**config.mk**
```make
export PLATFORM = sky130hd
export DESIGN_NAME = data_mem_arbiter_flat
export DESIGN_NICKNAME = d
export VERILOG_FILES = /design/src/rtl/data_mem_arbiter_pkg.sv /design/src/rtl/data_mem_arbiter_if.sv /design/src/rtl/data_mem_arbiter_rsp_slot.sv /design/src/rtl/data_mem_arbiter.sv /design/src/flat_wrapper.sv
export SDC_FILE = /design/constraint.sdc
export NUM_CORES = 1
export LEC_CHECK = 0
export CAP_MARGIN = 10
export CELL_PAD_IN_SITES_DETAIL_PLACEMENT = 0
export CELL_PAD_IN_SITES_GLOBAL_PLACEMENT = 1
export CORE_AREA = 5 5 115 117
export CTS_BUF_LIST = sky130_fd_sc_hd__clkbuf_8
export CTS_CLUSTER_SIZE = 30
export DETAILED_ROUTE_END_ITERATION = 6
export DIE_AREA = 0 0 120 122
export DONT_BUFFER_PORTS = 1
export GPL_TIMING_DRIVEN = 0
export PLACE_DENSITY_LB_ADDON = 0.1
export SLEW_MARGIN = 15
export SYNTH_ARGS = -nofsm -noshare
export SYNTH_HDL_FRONTEND = slang
export SYNTH_HIERARCHICAL = 1
export SYNTH_SLANG_ARGS = --single-unit
```
**constraint.sdc**
```tcl
create_clock -name clk -period 2.27 [get_ports clk]
set_input_delay 0.227 -clock clk [delete_from_list [all_inputs] [get_ports clk]]
set_output_delay 0.227 -clock clk [all_outputs]
set_load 0.01 [all_outputs]
```
**src/rtl/data_mem_arbiter_pkg.sv**
```systemverilog
// Shared types and defaults for the data-memory arbiter: grant owner encoding,
// arbitration state and the round-robin tie-break helper.
package mem_arb_pkg;

  localparam int unsigned ADDR_W_DEF = 32;
  localparam int unsigned DATA_W_DEF = 32;

  typedef enum logic [1:0] {
    OWN_NONE = 2'd0,
    OWN_CORE = 2'd1,
    OWN_LOAD = 2'd2
  } owner_e;

  typedef enum logic {
    ARB_IDLE   = 1'b0,
    ARB_LOCKED = 1'b1
  } arb_state_e;

  // On a tie the requester that did not win last time gets the grant.
  function automatic owner_e tie_winner(input owner_e last_winner);
    owner_e win;
    if (last_winner == OWN_LOAD) begin
      win = OWN_CORE;
    end else begin
      win = OWN_LOAD;
    end
    return win;
  endfunction

endpackage

```
**src/rtl/data_mem_arbiter_if.sv**
```systemverilog
// Bundle of the core, loader and memory-side signals around the arbiter.
// The slave view belongs to the arbiter, the master view to its surroundings.
interface data_mem_arbiter_if
  import mem_arb_pkg::*;
#(
  parameter int unsigned ADDR_W = ADDR_W_DEF,
  parameter int unsigned DATA_W = DATA_W_DEF
);

  logic              core_valid;
  logic              core_we;
  logic [ADDR_W-1:0] core_addr;
  logic [DATA_W-1:0] core_wdata;
  logic              core_ready;
  logic              core_stall;
  logic              core_rvalid;
  logic [DATA_W-1:0] core_rdata;

  logic              ld_valid;
  logic              ld_we;
  logic [ADDR_W-1:0] ld_addr;
  logic [DATA_W-1:0] ld_wdata;
  logic              ld_lock;
  logic              ld_ready;
  logic              ld_rvalid;
  logic [DATA_W-1:0] ld_rdata;

  logic              mem_read_en;
  logic              mem_write_en;
  logic [ADDR_W-1:0] mem_address;
  logic [DATA_W-1:0] mem_write_data;
  logic [DATA_W-1:0] mem_read_data;

  logic [1:0]        owner;

  modport slave (
    input  core_valid, core_we, core_addr, core_wdata,
    input  ld_valid, ld_we, ld_addr, ld_wdata, ld_lock,
    input  mem_read_data,
    output core_ready, core_stall, core_rvalid, core_rdata,
    output ld_ready, ld_rvalid, ld_rdata,
    output mem_read_en, mem_write_en, mem_address, mem_write_data,
    output owner
  );

  modport master (
    output core_valid, core_we, core_addr, core_wdata,
    output ld_valid, ld_we, ld_addr, ld_wdata, ld_lock,
    output mem_read_data,
    input  core_ready, core_stall, core_rvalid, core_rdata,
    input  ld_ready, ld_rvalid, ld_rdata,
    input  mem_read_en, mem_write_en, mem_address, mem_write_data,
    input  owner
  );

endinterface

```
**src/rtl/data_mem_arbiter_rsp_slot.sv**
```systemverilog
// Read-return register for one requester: captures load data on an accepted
// load and raises rvalid for exactly the following cycle.
module arb_rsp_slot #(
  parameter int unsigned DATA_W = 32
) (
  input  logic              clk,
  input  logic              rst,
  input  logic              capture_i,
  input  logic [DATA_W-1:0] data_i,
  output logic              rvalid_o,
  output logic [DATA_W-1:0] rdata_o
);

  logic              rvalid_q;
  logic              rvalid_d;
  logic [DATA_W-1:0] rdata_q;
  logic [DATA_W-1:0] rdata_d;

  // Next-state: rvalid follows capture, rdata holds until the next load.
  always_comb begin
    rvalid_d = capture_i;
    rdata_d  = rdata_q;
    if (capture_i) begin
      rdata_d = data_i;
    end else begin
      rdata_d = rdata_q;
    end
  end

  // Response registers with synchronous reset.
  always_ff @(posedge clk) begin
    if (rst) begin
      rvalid_q <= 1'b0;
      rdata_q  <= '0;
    end else begin
      rvalid_q <= rvalid_d;
      rdata_q  <= rdata_d;
    end
  end

  // Outputs read as zero in any reset cycle, so a load in flight never returns.
  assign rvalid_o = rvalid_q & ~rst;
  assign rdata_o  = rst ? {DATA_W{1'b0}} : rdata_q;

endmodule

```
**src/rtl/data_mem_arbiter.sv**
```systemverilog
// Round-robin arbiter sharing the single-ported data memory between the core
// load/store path and the loader/debug port, with a bounded locked burst.
module data_mem_arbiter
  import mem_arb_pkg::*;
#(
  parameter int unsigned ADDR_W    = ADDR_W_DEF,
  parameter int unsigned DATA_W    = DATA_W_DEF,
  parameter int unsigned MAX_BURST = 8
) (
  input logic               clk,
  input logic               rst,
  data_mem_arbiter_if.slave bus
);

  localparam int unsigned CNT_W = $clog2(MAX_BURST + 1);
  localparam logic [CNT_W-1:0] CNT_MAX = CNT_W'(MAX_BURST);
  localparam logic [CNT_W-1:0] CNT_ONE = CNT_W'(1);

  arb_state_e       state_q;
  arb_state_e       state_d;
  owner_e           last_winner_q;
  owner_e           last_winner_d;
  logic [CNT_W-1:0] burst_cnt_q;
  logic [CNT_W-1:0] burst_cnt_d;

  owner_e           grant_s;
  logic             lock_hold_s;
  logic [CNT_W-1:0] burst_next_s;
  logic             core_load_s;
  logic             ld_load_s;
  logic             core_rvalid_s;
  logic             ld_rvalid_s;
  logic [DATA_W-1:0] core_rdata_s;
  logic [DATA_W-1:0] ld_rdata_s;

  // A lock only holds while the loader keeps its valid up.
  assign lock_hold_s = (state_q == ARB_LOCKED) && bus.ld_valid;

  // Grant selection from state, valids and the last winner.
  always_comb begin
    grant_s = OWN_NONE;
    if (rst) begin
      grant_s = OWN_NONE;
    end else if (lock_hold_s) begin
      grant_s = OWN_LOAD;
    end else if (bus.core_valid && bus.ld_valid) begin
      grant_s = tie_winner(last_winner_q);
    end else if (bus.core_valid) begin
      grant_s = OWN_CORE;
    end else if (bus.ld_valid) begin
      grant_s = OWN_LOAD;
    end else begin
      grant_s = OWN_NONE;
    end
  end

  // Handshake outputs and memory drive from the winner.
  always_comb begin
    bus.core_ready     = 1'b0;
    bus.ld_ready       = 1'b0;
    bus.mem_read_en    = 1'b0;
    bus.mem_write_en   = 1'b0;
    bus.mem_address    = '0;
    bus.mem_write_data = '0;
    case (grant_s)
      OWN_CORE: begin
        bus.core_ready     = 1'b1;
        bus.mem_read_en    = ~bus.core_we;
        bus.mem_write_en   = bus.core_we;
        bus.mem_address    = bus.core_addr;
        bus.mem_write_data = bus.core_wdata;
      end
      OWN_LOAD: begin
        bus.ld_ready       = 1'b1;
        bus.mem_read_en    = ~bus.ld_we;
        bus.mem_write_en   = bus.ld_we;
        bus.mem_address    = bus.ld_addr;
        bus.mem_write_data = bus.ld_wdata;
      end
      default: begin
        bus.core_ready     = 1'b0;
        bus.ld_ready       = 1'b0;
      end
    endcase
  end

  assign bus.core_stall = bus.core_valid & ~bus.core_ready;
  assign bus.owner      = grant_s;

  // A loader beat continues a held burst, otherwise it starts a fresh one.
  assign burst_next_s = lock_hold_s ? (burst_cnt_q + CNT_ONE) : CNT_ONE;

  // FSM next state, burst counter and round-robin history.
  always_comb begin
    state_d       = state_q;
    burst_cnt_d   = burst_cnt_q;
    last_winner_d = last_winner_q;
    if ((state_q == ARB_LOCKED) && !bus.ld_valid) begin
      state_d     = ARB_IDLE;
      burst_cnt_d = '0;
    end else begin
      state_d     = state_q;
    end
    case (grant_s)
      OWN_CORE: begin
        last_winner_d = OWN_CORE;
      end
      OWN_LOAD: begin
        last_winner_d = OWN_LOAD;
        if (bus.ld_lock && (burst_next_s < CNT_MAX)) begin
          state_d     = ARB_LOCKED;
          burst_cnt_d = burst_next_s;
        end else begin
          // Lock released by the loader or forced out at the burst limit.
          state_d     = ARB_IDLE;
          burst_cnt_d = '0;
        end
      end
      default: begin
        last_winner_d = last_winner_q;
      end
    endcase
  end

  // Arbitration state registers.
  always_ff @(posedge clk) begin
    if (rst) begin
      state_q       <= ARB_IDLE;
      burst_cnt_q   <= '0;
      last_winner_q <= OWN_LOAD;
    end else begin
      state_q       <= state_d;
      burst_cnt_q   <= burst_cnt_d;
      last_winner_q <= last_winner_d;
    end
  end

  assign core_load_s = (grant_s == OWN_CORE) && !bus.core_we;
  assign ld_load_s   = (grant_s == OWN_LOAD) && !bus.ld_we;

  arb_rsp_slot #(.DATA_W(DATA_W)) u_core_slot (
    .clk       (clk),
    .rst       (rst),
    .capture_i (core_load_s),
    .data_i    (bus.mem_read_data),
    .rvalid_o  (core_rvalid_s),
    .rdata_o   (core_rdata_s)
  );

  arb_rsp_slot #(.DATA_W(DATA_W)) u_ld_slot (
    .clk       (clk),
    .rst       (rst),
    .capture_i (ld_load_s),
    .data_i    (bus.mem_read_data),
    .rvalid_o  (ld_rvalid_s),
    .rdata_o   (ld_rdata_s)
  );

  assign bus.core_rvalid = core_rvalid_s;
  assign bus.core_rdata  = core_rdata_s;
  assign bus.ld_rvalid   = ld_rvalid_s;
  assign bus.ld_rdata    = ld_rdata_s;

endmodule
```
**src/flat_wrapper.sv**
```systemverilog
// flat-port wrapper written by rule: the top's interface ports become plain ports
module data_mem_arbiter_flat import mem_arb_pkg::*;
#(
  parameter int unsigned ADDR_W    = ADDR_W_DEF,
  parameter int unsigned DATA_W    = DATA_W_DEF,
  parameter int unsigned MAX_BURST = 8
)
  (clk, rst, bus_core_valid, bus_core_we, bus_core_addr, bus_core_wdata, bus_ld_valid, bus_ld_we, bus_ld_addr, bus_ld_wdata, bus_ld_lock, bus_mem_read_data, bus_core_ready, bus_core_stall, bus_core_rvalid, bus_core_rdata, bus_ld_ready, bus_ld_rvalid, bus_ld_rdata, bus_mem_read_en, bus_mem_write_en, bus_mem_address, bus_mem_write_data, bus_owner);
  data_mem_arbiter_if #(.ADDR_W(ADDR_W), .DATA_W(DATA_W)) bus_i ();
  input logic clk;
  input logic rst;
  input wire logic [$bits(bus_i.core_valid)-1:0] bus_core_valid;
  input wire logic [$bits(bus_i.core_we)-1:0] bus_core_we;
  input wire logic [$bits(bus_i.core_addr)-1:0] bus_core_addr;
  input wire logic [$bits(bus_i.core_wdata)-1:0] bus_core_wdata;
  input wire logic [$bits(bus_i.ld_valid)-1:0] bus_ld_valid;
  input wire logic [$bits(bus_i.ld_we)-1:0] bus_ld_we;
  input wire logic [$bits(bus_i.ld_addr)-1:0] bus_ld_addr;
  input wire logic [$bits(bus_i.ld_wdata)-1:0] bus_ld_wdata;
  input wire logic [$bits(bus_i.ld_lock)-1:0] bus_ld_lock;
  input wire logic [$bits(bus_i.mem_read_data)-1:0] bus_mem_read_data;
  output wire logic [$bits(bus_i.core_ready)-1:0] bus_core_ready;
  output wire logic [$bits(bus_i.core_stall)-1:0] bus_core_stall;
  output wire logic [$bits(bus_i.core_rvalid)-1:0] bus_core_rvalid;
  output wire logic [$bits(bus_i.core_rdata)-1:0] bus_core_rdata;
  output wire logic [$bits(bus_i.ld_ready)-1:0] bus_ld_ready;
  output wire logic [$bits(bus_i.ld_rvalid)-1:0] bus_ld_rvalid;
  output wire logic [$bits(bus_i.ld_rdata)-1:0] bus_ld_rdata;
  output wire logic [$bits(bus_i.mem_read_en)-1:0] bus_mem_read_en;
  output wire logic [$bits(bus_i.mem_write_en)-1:0] bus_mem_write_en;
  output wire logic [$bits(bus_i.mem_address)-1:0] bus_mem_address;
  output wire logic [$bits(bus_i.mem_write_data)-1:0] bus_mem_write_data;
  output wire logic [$bits(bus_i.owner)-1:0] bus_owner;
  assign bus_i.core_valid = bus_core_valid;
  assign bus_i.core_we = bus_core_we;
  assign bus_i.core_addr = bus_core_addr;
  assign bus_i.core_wdata = bus_core_wdata;
  assign bus_i.ld_valid = bus_ld_valid;
  assign bus_i.ld_we = bus_ld_we;
  assign bus_i.ld_addr = bus_ld_addr;
  assign bus_i.ld_wdata = bus_ld_wdata;
  assign bus_i.ld_lock = bus_ld_lock;
  assign bus_i.mem_read_data = bus_mem_read_data;
  assign bus_core_ready = bus_i.core_ready;
  assign bus_core_stall = bus_i.core_stall;
  assign bus_core_rvalid = bus_i.core_rvalid;
  assign bus_core_rdata = bus_i.core_rdata;
  assign bus_ld_ready = bus_i.ld_ready;
  assign bus_ld_rvalid = bus_i.ld_rvalid;
  assign bus_ld_rdata = bus_i.ld_rdata;
  assign bus_mem_read_en = bus_i.mem_read_en;
  assign bus_mem_write_en = bus_i.mem_write_en;
  assign bus_mem_address = bus_i.mem_address;
  assign bus_mem_write_data = bus_i.mem_write_data;
  assign bus_owner = bus_i.owner;
  data_mem_arbiter #(.ADDR_W(ADDR_W), .DATA_W(DATA_W), .MAX_BURST(MAX_BURST)) u_core (.clk(clk), .rst(rst), .bus(bus_i));
endmodule
```
==> results of run 1 <==
-- worst max-delay path by stage --
stage,from,end,slack [ns],cells past startpoint
4_1_cts,u_core/last_winner_q[0],bus_mem_write_data[24],-0.22,9
3_5_place_dp,u_core/state_q,bus_mem_write_data[10],-0.32,8
6_report,u_core/last_winner_q[0],bus_mem_write_data[10],-0.20,9
3_3_place_gp,u_core/last_winner_q[1],bus_mem_write_data[10],-0.27,8
2_1_floorplan,u_core/last_winner_q[0],bus_mem_address[10],0.26,8
5_1_grt,u_core/last_winner_q[0],bus_mem_address[8],-0.33,9
-- kinds of logic (layout without fill, tap and decap cells) --
logic type | after synthesis | in the layout | share of synthesized area
multiplexers | 65 | 65 | 0.1639
XOR/XNOR | 1 | 1 | 0.002207
AND/OR/NAND/NOR | 155 | 155 | 0.2033
AO/OA/AOI/OAI | 74 | 74 | 0.1589
buffers and inverters | 40 | 99 | 0.08764
flip-flops | 73 | 73 | 0.3682
adder cells (fa/ha/maj) | 5 | 5 | 0.01576
-- stage by stage --
step / std cells / TNS, ns / util
2_1_floorplan: 413 / 0 / -
3_3_place_gp: 563 / -7.009 / 0.3390
3_5_place_dp: 563 / -10.23 / 0.3390
4_1_cts: 616 / -11.86 / 0.4357
5_1_grt: 622 / -18.69 / 0.4497
6_report: 622 / -9.437 / 0.4497
-- state kept, by name (all words and copies together), names as in the netlist --
signal	flops
u_core/u_core_slot/rdata_q	32
u_core/u_ld_slot/rdata_q	32
u_core/burst_cnt_q	4
u_core/last_winner_q	2
u_core/state_q	1
u_core/u_core_slot/rvalid_q	1
u_core/u_ld_slot/rvalid_q	1
-- timing repair --
item	4_1_cts	5_1_grt
cloned	3	1
setup endpoints to repair	65	95
resized for setup	105	25
pin swaps	13	26
setup buffers	3	6
hold endpoints to repair	52	2
-- final cells by class --
type                            count  share of cell area
Clock buffer                       10             0.02496
Timing Repair Buffer               43             0.07987
Inverter                            4            0.002723
Multi-Input combinational cell    300              0.4981
Clock inverter                      6             0.02042
Sequential cell                    73              0.2655
Buffer                             36             0.07443
Tap cell                          150             0.03404
-- synth_stat cells --
library cell,n
a211oi_1,1
nand3b_1,1
nand2b_1,2
and2b_1,8
a22o_1,64
o21ai_0,2
buf_12,6
clkbuf_1,5
buf_4,5
buf_6,9
nor2b_4,1
buf_2,11
a32o_1,1
nand3_1,2
nor3b_1,1
dfxtp_1,73
xor2_1,1
inv_1,4
mux2i_1,65
o31ai_1,1
nor2b_1,65
a21oi_1,1
a211o_1,1
ha_1,5
and2_1,1
nor2_1,70
a31oi_1,1
nand2_1,3
a21o_1,1
a22oi_1,1
and3b_1,1
-- per-layer routing --
metal  up-vias  track usage
met4         0      0.07874
met5         -            0
met3        28      0.06639
li1       1541            -
met2       158       0.3519
met1      1659       0.2915
-- where the power goes --
| part | internal (W) | switching, W |
|---|---|---|
| clock network | 0.000764 | 0.000539 |
| registers | 0.00132 | 0.0000194 |
| logic | 0.000300 | 0.000317 |
| total | 0.00239 | 0.000876 |
==> results.cfg, run 1 <==
[worst_setup_path]
cp_common_cell = buf_12
crit_fanout = 10
path_cells = nor3b_2 > nand2b_1 > nand3b_1 > inv_2 > ha_4 > nor2b_4 > buf_12 > buf_12 > a22o_4
rr_worst_depth = 10
critPathRequiredTime_ns = 2.04
crit_buf_inv = 3
critical-path-slowest-cell = dfxtp_2
cp_top_family = simple AND/OR/NAND/NOR gates
rrSetupSlack_ns = 0.09
cp-end-kind = output pin
path_class = reg2out
arrival_ns = 2.25
slowest_delay_ns = 0.33
r2r_end = u_core/u_core_slot/rdata_q[18]
critical_path.startpoint_type = flop
timing.rr.start = u_core/last_winner_q[0]

[min_path]
whs_path_depth = 1
hold-path-endpoint = u_core/last_winner_q[0]
hold_path_class = in2reg
hp-start = rst

[drt]
vias_per_cell = 5.444
route.met3.wl_mm = 1.430
wl_met1_mm = 7.586
wirelength_mm = 17.55
detail_route.wl_per_cell_um = 28.21
drt_iter0_drc = 127
top_layer_used = met4
ant_nets = 0
drc = 0
dr.pass1.iters = 4
wl_met2_mm = 8.112
vias = 3386

[layout]
area_delta_synth_final_pct = 38.93
diodes = 0
final_cell_mix = 71 x dfxtp_1, 69 x nor2_1, 65 x mux2i_1
register_area_um2 = 1464
multiInputGateArea_um2 = 2746
layout_commonest_cell = dfxtp_1
drive_above_1_share = 0.2860
finish.instance_area_um2 = 5514
nets = 639
fillers = 1169

[timing]
hold_viol_final = 2
period_share = 1.089
tightest_slew_ns = 0.5609
layout_min_cycle_time_ns = 2.472
fmax_mhz = 404.5
holdWs_ns = -0.06592
worst_slack_ns = -0.2020
rsz0062_at_grt = true
setup-violations-final = 64
drv_slew = 0
skew_ns = 0.01465
max-slew-margin-rel = 0.6261

[clocking]
path_clk_slew_ns = 0.07
clock-sinks = 73
cts_tree = done
clock_path_buffers = 2
h-tree-depth = 3
ctsHoldBuffers = 31
cts_root_buffer = clkbuf_8
cts_made_buffers = 9
clk_latency_ns = 0.37

[grt]
antenna_found_initial = 0
grt-ovfl-total = 0
grt_pass1_vias = 3427
grt_usage = 0.2234
grt_max_degree = 14
grt_pass1_wl_mm = 23.46

[outcome]
violations = negative hold slack, negative setup slack
status = complete, but fails checks

[logic_synthesis]
synth.distinct_cells = 31
synth.avg_cell_area_um2 = 9.610
ys_seq_elements = 73
syn_nets = 585
synthesis.area_um2 = 3969
synth.area.top_cells = dfxtp_1 37%, mux2i_1 16%, a22o_1 14%, nor2b_1 10%, nor2_1 6.6%
synth.top_cell.area_share = 0.3682
yosysWarnings = 6
yosys.area.top_type = dfxtp_1
syn_inst = 413
synth-seq-area-share = 0.3682

[die]
row_count = 41
core-area_um2 = 12260
start_util = 0.3237
io_pins = 304
fp.dieW_um = 120
die_h_um = 122
dieArea_um2 = 14640

[place]
numPortBuffers = 0
routabilityCongestion = 0.9492
place_ws_ns = -0.3199
detailed_place.area_um2 = 4156
dp_hpwl_mm = 13.79

[flow_run]
cap_viol_max_count = 0

[pwr]
total_power_w = 0.003262
power_density_nw_per_um2 = 591.6
leakage_nw = 2.276
irDropWorstVdd_mv = 0.5367
No activity file was read; power rests on OpenSTA's default activity.
==> inputs of run 2 (changes only) <==
GPL_TIMING_DRIVEN = not set   (was 0)
==> results.cfg, run 2 (synthesis gave the netlist of run 1 again) <==
[worst_setup_path]
cp_top_family = simple AND/OR/NAND/NOR gates
arrival_ns = 2.25
critPathRequiredTime_ns = 2.04
crit_fanout = 15
cp_common_cell = buf_4
path_class = reg2out
slowest_delay_ns = 0.32
critical-path-slowest-cell = dfxtp_1
path_cells = nor3b_2 > nand2b_1 > nand3b_1 > buf_4 > ha_4 > nor2b_4 > buf_4 > buf_16 > a22o_4
critical_path.startpoint_type = flop
cp-end-kind = output pin
crit_buf_inv = 3

[timing]
worst_slack_ns = -0.2101
drv_slew = 0
period_share = 1.093
layout_min_cycle_time_ns = 2.480
hold_viol_final = 0
rsz0062_at_grt = true
holdWs_ns = 0.02095
tightest_slew_ns = 0.4959
fmax_mhz = 403.2
skew_ns = 0.008032
setup-violations-final = 64
max-slew-margin-rel = 0.6674

[grt]
antenna_found_initial = 0
grt_pass1_vias = 3132
grt_max_degree = 140
grt-ovfl-total = 0
grt_pass1_wl_mm = 24.33
grt_usage = 0.2363

[drt]
vias = 3210
drt_iter0_drc = 210
drc = 0
wirelength_mm = 18.59
detail_route.wl_per_cell_um = 31.73
ant_nets = 0
vias_per_cell = 5.478
dr.pass1.iters = 4

[die]
fp.dieW_um = 120
start_util = 0.3237
die_h_um = 122
dieArea_um2 = 14640
core-area_um2 = 12260
row_count = 41
io_pins = 304

[clocking]
path_clk_slew_ns = 0.08
clock_path_buffers = 2
clk_latency_ns = 0.35
cts_made_buffers = 9
cts_tree = done
h-tree-depth = 3
clock-sinks = 73
cts_root_buffer = clkbuf_8

[layout]
drive_above_1_share = 0.2936
top_regs = u_core/u_core_slot/rdata_q: 32 flops, u_core/u_ld_slot/rdata_q: 32 flops, u_core/burst_cnt_q: 4 flops
nets = 605
diodes = 0
stdcell_count = 586
fillers = 1155
layout_commonest_cell = dfxtp_1
multiInputGateArea_um2 = 2769
register_area_um2 = 1463
area_delta_synth_final_pct = 35.88
final_cell_mix = 72 x dfxtp_1, 69 x nor2_1, 65 x mux2i_1

[place]
numPortBuffers = 0
routabilityCongestion = 0.9232
dp_hpwl_mm = 14.23
dp_cells = 553

[pwr]
irDropWorstVdd_mv = 0.3564
power_density_nw_per_um2 = 538.8
leakage_nw = 2.196

[outcome]
status = complete, but fails checks
violations = negative setup slack

[flow_run]
cap_viol_max_count = 0

[min_path]
hold_path_class = in2reg
==> run 2: path summary, 6_finish.rpt <==
| kind | to | start | slack, ns | cells after the start |
|---|---|---|---|---|
| setup / recovery | bus_mem_address[13] | u_core/last_winner_q[0] | -0.21 | 9 |
| hold / removal | u_core/u_core_slot/rdata_q[9] | bus_mem_read_data[9] | 0.02 | 2 |
| setup reg to reg | u_core/last_winner_q[0] | u_core/last_winner_q[0] | 0.07 | 9 |
| hold reg to reg | u_core/last_winner_q[1] | u_core/last_winner_q[1] | 0.46 | 1 |
==> run 2: area by class of cell <==
class | count | area share
multi-input cells | 300 | 0.5135
flip-flops and latches | 73 | 0.2712
repair buffers | 45 | 0.1436
well taps | 150 | 0.03480
clock buffers | 10 | 0.02552
clock inverters | 4 | 0.008585
inverters | 4 | 0.002784
==> run 2: layer usage <==
metal | vias up | GRT usage | share of wire
met5 | - | 0 | 0
li1 | 1479 | - | -
met1 | 1563 | 0.2749 | 0.40
met3 | 12 | 0.1537 | 0.12
met2 | 156 | 0.3642 | 0.47
met4 | 0 | 0.05512 | 0.0090
==> run 2: repair_timing <==
item                                    4_1_cts  5_1_grt
endpoints found under the hold margin        69       65
hold buffers                                  3        1
pin swaps                                    46        2
gates resized for setup                      69       18
cloned                                        5        1
buffers inserted                              8        1
endpoints found under the setup margin       65       67
==> run 2: power by group <==
part,total [W],switching [W],leakage [nW],internal [W]
Clock,0.000983,0.000463,0.0954,0.000520
Combinational,0.000579,0.000272,1.51,0.000308
Sequential,0.00134,0.0000202,0.592,0.00132
Total,0.00291,0.000755,2.20,0.00215
==> run 2: through the flow <==
stage | setup WS [ns] | setup TNS (ns) | utilization | cell area (um2) | total power (W)
after floorplan | 0.2622 | 0 | - | 3969 | 0.001697
after CTS | -0.1984 | -10.11 | 0.4233 | 5190 | 0.002900
after global routing | -0.3162 | -16.48 | 0.4398 | 5393 | 0.003043
after detailed placement | 0.09108 | 0 | 0.3527 | 4324 | 0.001788
after global placement | 0.1183 | 0 | 0.3527 | 4324 | 0.001783
final | -0.2101 | -9.176 | 0.4398 | 5393 | 0.002906
